## src/rtl/regfile_pkg.sv

```systemverilog
// regfile_pkg: shared sizing constants for the register file.
package regfile_pkg;
    localparam int REG_DATA_WIDTH = 32;
    localparam int REG_ADDR_WIDTH = 5;
    localparam int REG_COUNT = 32;
    localparam logic [REG_ADDR_WIDTH-1:0] ZERO_REG = 5'd0;
endpackage

```

## src/rtl/regfile_reg32.sv

```systemverilog
// regfile_reg32: one storage register with load enable and async active-low clear.
module regfile_reg32
    import regfile_pkg::*;
#(
    parameter int WIDTH = REG_DATA_WIDTH
) (
    input  logic             clk,
    input  logic             rst_n,
    input  logic             en,
    input  logic [WIDTH-1:0] d,
    output logic [WIDTH-1:0] q
);
    always_ff @(posedge clk or negedge rst_n)
        if (!rst_n) q <= '0;
        else if (en) q <= d;
endmodule

```

## src/rtl/regfile.sv

```systemverilog
// regfile: 32 x 32 register file, two combinational read ports, one synchronous write port.
module regfile
    import regfile_pkg::*;
#(
    parameter int DATA_WIDTH = REG_DATA_WIDTH,
    parameter int ADDR_WIDTH = REG_ADDR_WIDTH
) (
    input  logic                  Clk,
    input  logic                  Reset_n,
    input  logic [ADDR_WIDTH-1:0] ReadRegister1,
    input  logic [ADDR_WIDTH-1:0] ReadRegister2,
    input  logic [ADDR_WIDTH-1:0] WriteRegister,
    input  logic [DATA_WIDTH-1:0] WriteData,
    input  logic                  RegWrite,
    output logic [DATA_WIDTH-1:0] ReadData1,
    output logic [DATA_WIDTH-1:0] ReadData2
);
    localparam int N = 2 ** ADDR_WIDTH;

    logic [N-1:1] we;
    logic [N-1:0][DATA_WIDTH-1:0] regs;

    // one-hot write decode; address 0 has no enable so its writes vanish
    always_comb
        for (int i = 1; i < N; i++)
            we[i] = RegWrite && (WriteRegister == ADDR_WIDTH'(i));

    assign regs[ZERO_REG] = '0;

    for (genvar g = 1; g < N; g++) begin : g_reg
        regfile_reg32 #(.WIDTH(DATA_WIDTH)) u_reg (
            .clk  (Clk),
            .rst_n(Reset_n),
            .en   (we[g]),
            .d    (WriteData),
            .q    (regs[g])
        );
    end

    assign ReadData1 = regs[ReadRegister1];
    assign ReadData2 = regs[ReadRegister2];
endmodule

```

## config.mk

```make
export PLATFORM = sky130hd
export DESIGN_NAME = regfile
export DESIGN_NICKNAME = d
export VERILOG_FILES = /design/src/rtl/regfile_pkg.sv /design/src/rtl/regfile_reg32.sv /design/src/rtl/regfile.sv
export SDC_FILE = /design/constraint.sdc
export NUM_CORES = 2
export LEC_CHECK = 0
export CORE_AREA = 2 2 625 316
export DETAILED_ROUTE_END_ITERATION = 10
export DIE_AREA = 0 0 627 318
export DONT_BUFFER_PORTS = 1
export HOLD_SLACK_MARGIN = 0.03
export PLACE_DENSITY = 0.46
export SYNTH_ARGS = -nofsm -noshare
export SYNTH_HDL_FRONTEND = slang
export SYNTH_HIERARCHICAL = 1
export SYNTH_SLANG_ARGS = --single-unit
```

## constraint.sdc

```tcl
create_clock -name Clk -period 2.2 [get_ports Clk]
set_clock_uncertainty 0.15 [all_clocks]
set_input_delay 0.33 -clock Clk [delete_from_list [all_inputs] [get_ports Clk]]
set_output_delay 0.33 -clock Clk [all_outputs]
set_load 0.01 [all_outputs]
```

==> results.yml <==
outcome:
  run_status: "finished, violations left"
  failed_checks: "negative hold slack, negative setup slack"
drt:
  wl_microns: 210000
  drc_errors: 0
  avgViaCountPerCell: 5.38
  dr.pass1.iters: 7
  vias: 35500
  ant_nets: 0
  drt_iter0_drc: 3255
  wl_per_cell_microns: 31.8
clock_network:
  cts_tree: "done"
  insertion_delay_ps: 700
  ctsHoldBuffers: 92
  htreeDepth: 3
  clock_sinks: 992
  cts-root-buf: "clkbuf_16"
  cts.path.max_buffers: 3
  cts_buffers: 96
  clk_pin_slew_ps: 60
timing:
  timing.hold.ws_ps: -805
  hold_viol: 378
  fin_ws_ps: -767
  period_share_pct: 135
  report.final.slew_viol_count: 0
  rsz0062_at_grt: "yes"
  max_freq_mhz: 337
  setup_violations: 64
  layout_min_cycle_time_ps: 2970
  relSlewSlack_pct: 20.8
  tightestPinTransition_ps: 1180
place:
  post-place-ws_ps: -456
  dp_hpwl_microns: 121000
  place.gp.congestion: 0.774
  numPortBuffers: 0
final_layout:
  largest_register_ff_count: 992
  drive_gt1_share_pct: 57.5
  mostFrequentLayoutCell: "dfrtp_1"
  syn2layout_area_growth_pct: 18.6
  largest_registers: "g.u_reg/q x992"
  layout_common_cells: "dfrtp_1, mux2_4, mux4_2, buf_4, a22o_1"
  regMostFlops: "g.u_reg/q"
  fin_nets: 3946
global_routing:
  track_usage_pct: 20.9
  grt_pass1_wl_microns: 300000
  grt_max_degree: 290
  grt_pass1_vias: 36000
  antenna_found_initial: 12
  grt_overflow_total: 0
synthesis:
  synth.net_count: 3618
  syn_inst: 3568
  synth-seq-cells: 992
  netlist_area_sq_um: 58000
  yosys_warnings: 6
  synth.distinct_cells: 27
  seq_area_frac_synth_pct: 42.8
  syn_area_per_cell_sq_um: 16.3
power:
  powerDensity_nw_per_um2: 843
  max-vdd-ir-drop_v: 0.000611
  finalPower_mw: 58.0
  leakage_nw: 29.6
floorplanning:
  ioPinCount: 114
  die_h_microns: 318
  start_util_pct: 29.8
  rows: 115
  die_area_sq_um: 199000
  coreArea_sq_um: 195000
  die_w_microns: 627
critical_path:
  path_class: "input pin to output pin"
  cp-start-kind: "input pin"
  worst-path-max-fanout: 289
  arrival_ps: 2490
  worstPathRequired_ps: 1720
  critPathCaptureType: "output pin"
worst_hold_path:
  min_path_type: "input pin to asynchronous set/reset pin"
flow_run:
  maxCapViolations: 0
==> final cells by class <==
cell class                 instances  area [sq um]
fill                           18400        126000
multi-input combinational       2237         31100
sequential                       992         24800
timing repair buffer             567          6340
tap                             2632          3290
clock buffer                     135          2780
clock inverter                    36           469
antenna                            6          15.0
inverter                           2          10.0
==> metrics by stage <==
step	instance area (sq um)	TNS, ps	std cells	utilization, %	hold slack, ps
floorplan	58200	0	3568	-	-116
global placement	63100	-17350	6299	32.4	-94.4
detailed placement	63100	-20150	6299	32.4	-90.8
CTS	68500	-42730	6580	35.2	-852
global route	68800	-44300	6603	35.3	-856
finish	68800	-40390	6607	35.4	-805
==> synth_stat cells, drive strengths merged <==
cell type,count,area [sq um]
mux2i,160,1600
a211oi,64,480
nand4,1,6.26
nand3,4,20.0
a22o,192,1680
and2,34,213
o22ai,64,400
clkbuf,119,447
o31ai,64,480
dfrtp,992,24800
o21ai,64,320
inv,2,7.50
nand2b,4,25.0
and3,32,200
buf,218,2820
nor2,34,128
nor2b,9,56.3
mux4,384,8650
or2,1,6.26
mux2,1056,15400
nand2,70,263
==> report_power, final <==
part / leakage (nW) / internal [mW] / switching (mW)
Combinational: 15.3 / 10.2 / 4.85
Clock: 1.61 / 9.89 / 8.08
Sequential: 12.7 / 21.8 / 3.15
==> per-layer routing <==
layer	global-route usage (%)	vias to the layer above	share of wire (%)	wire, microns
li1	-	14500	-	-
met1	34.1	19500	52	109000
met2	27.8	1281	40	84000
met3	4.95	188	7.1	15000
met4	2.87	4	1.3	2640
met5	0.120	-	0.013	27
==> final timing paths <==
kind | endpoint | cells past startpoint | from | slack (ps)
worst min-delay path | g_reg[28].u_reg/q[20]$_DFFE_PN0P_ | 0 | Reset_n | -800
worst max-delay path | ReadData1[20] | 6 | ReadRegister1[0] | -770
min in group Clk | g_reg[31].u_reg/q[24]$_DFFE_PN0P_ | 5 | WriteRegister[3] | 170
worst max register to register | g_reg[20].u_reg/q[21]$_DFFE_PN0P_ | 3 | g_reg[20].u_reg/q[21]$_DFFE_PN0P_ | 590
max in group asynchronous | g_reg[16].u_reg/q[7]$_DFFE_PN0P_ | 3 | Reset_n | 520
worst min register to register | g_reg[3].u_reg/q[29]$_DFFE_PN0P_ | 1 | g_reg[3].u_reg/q[29]$_DFFE_PN0P_ | 380
==> cells by family (layout without fill, tap and decap cells) <==
family	after synthesis	count (layout)	share of synthesized area [%]
other	0	6	0
AO/OA/AOI/OAI	448	448	5.80
multiplexers	1600	1600	44.2
buffers and inverters	339	740	5.64
flip-flops	992	992	42.8
AND/OR/NAND/NOR	189	189	1.58
==> critical path, cell delays in order <==
cell and delay (ps):
nor2b_4 460, buf_12 220, a22o_1 170, a211oi_1 110
o31ai_4 490, buf_6 180
==> what timing repair did <==
action | in CTS | in global routing
cloned | 0 | 0
hold endpoints to repair | 1370 | 378
pin swaps | 146 | 50
resized for setup | 177 | 22
setup endpoints to repair | 64 | 64
buffers inserted | 47 | 25
Note: power is estimated with default switching activity, not from simulation.
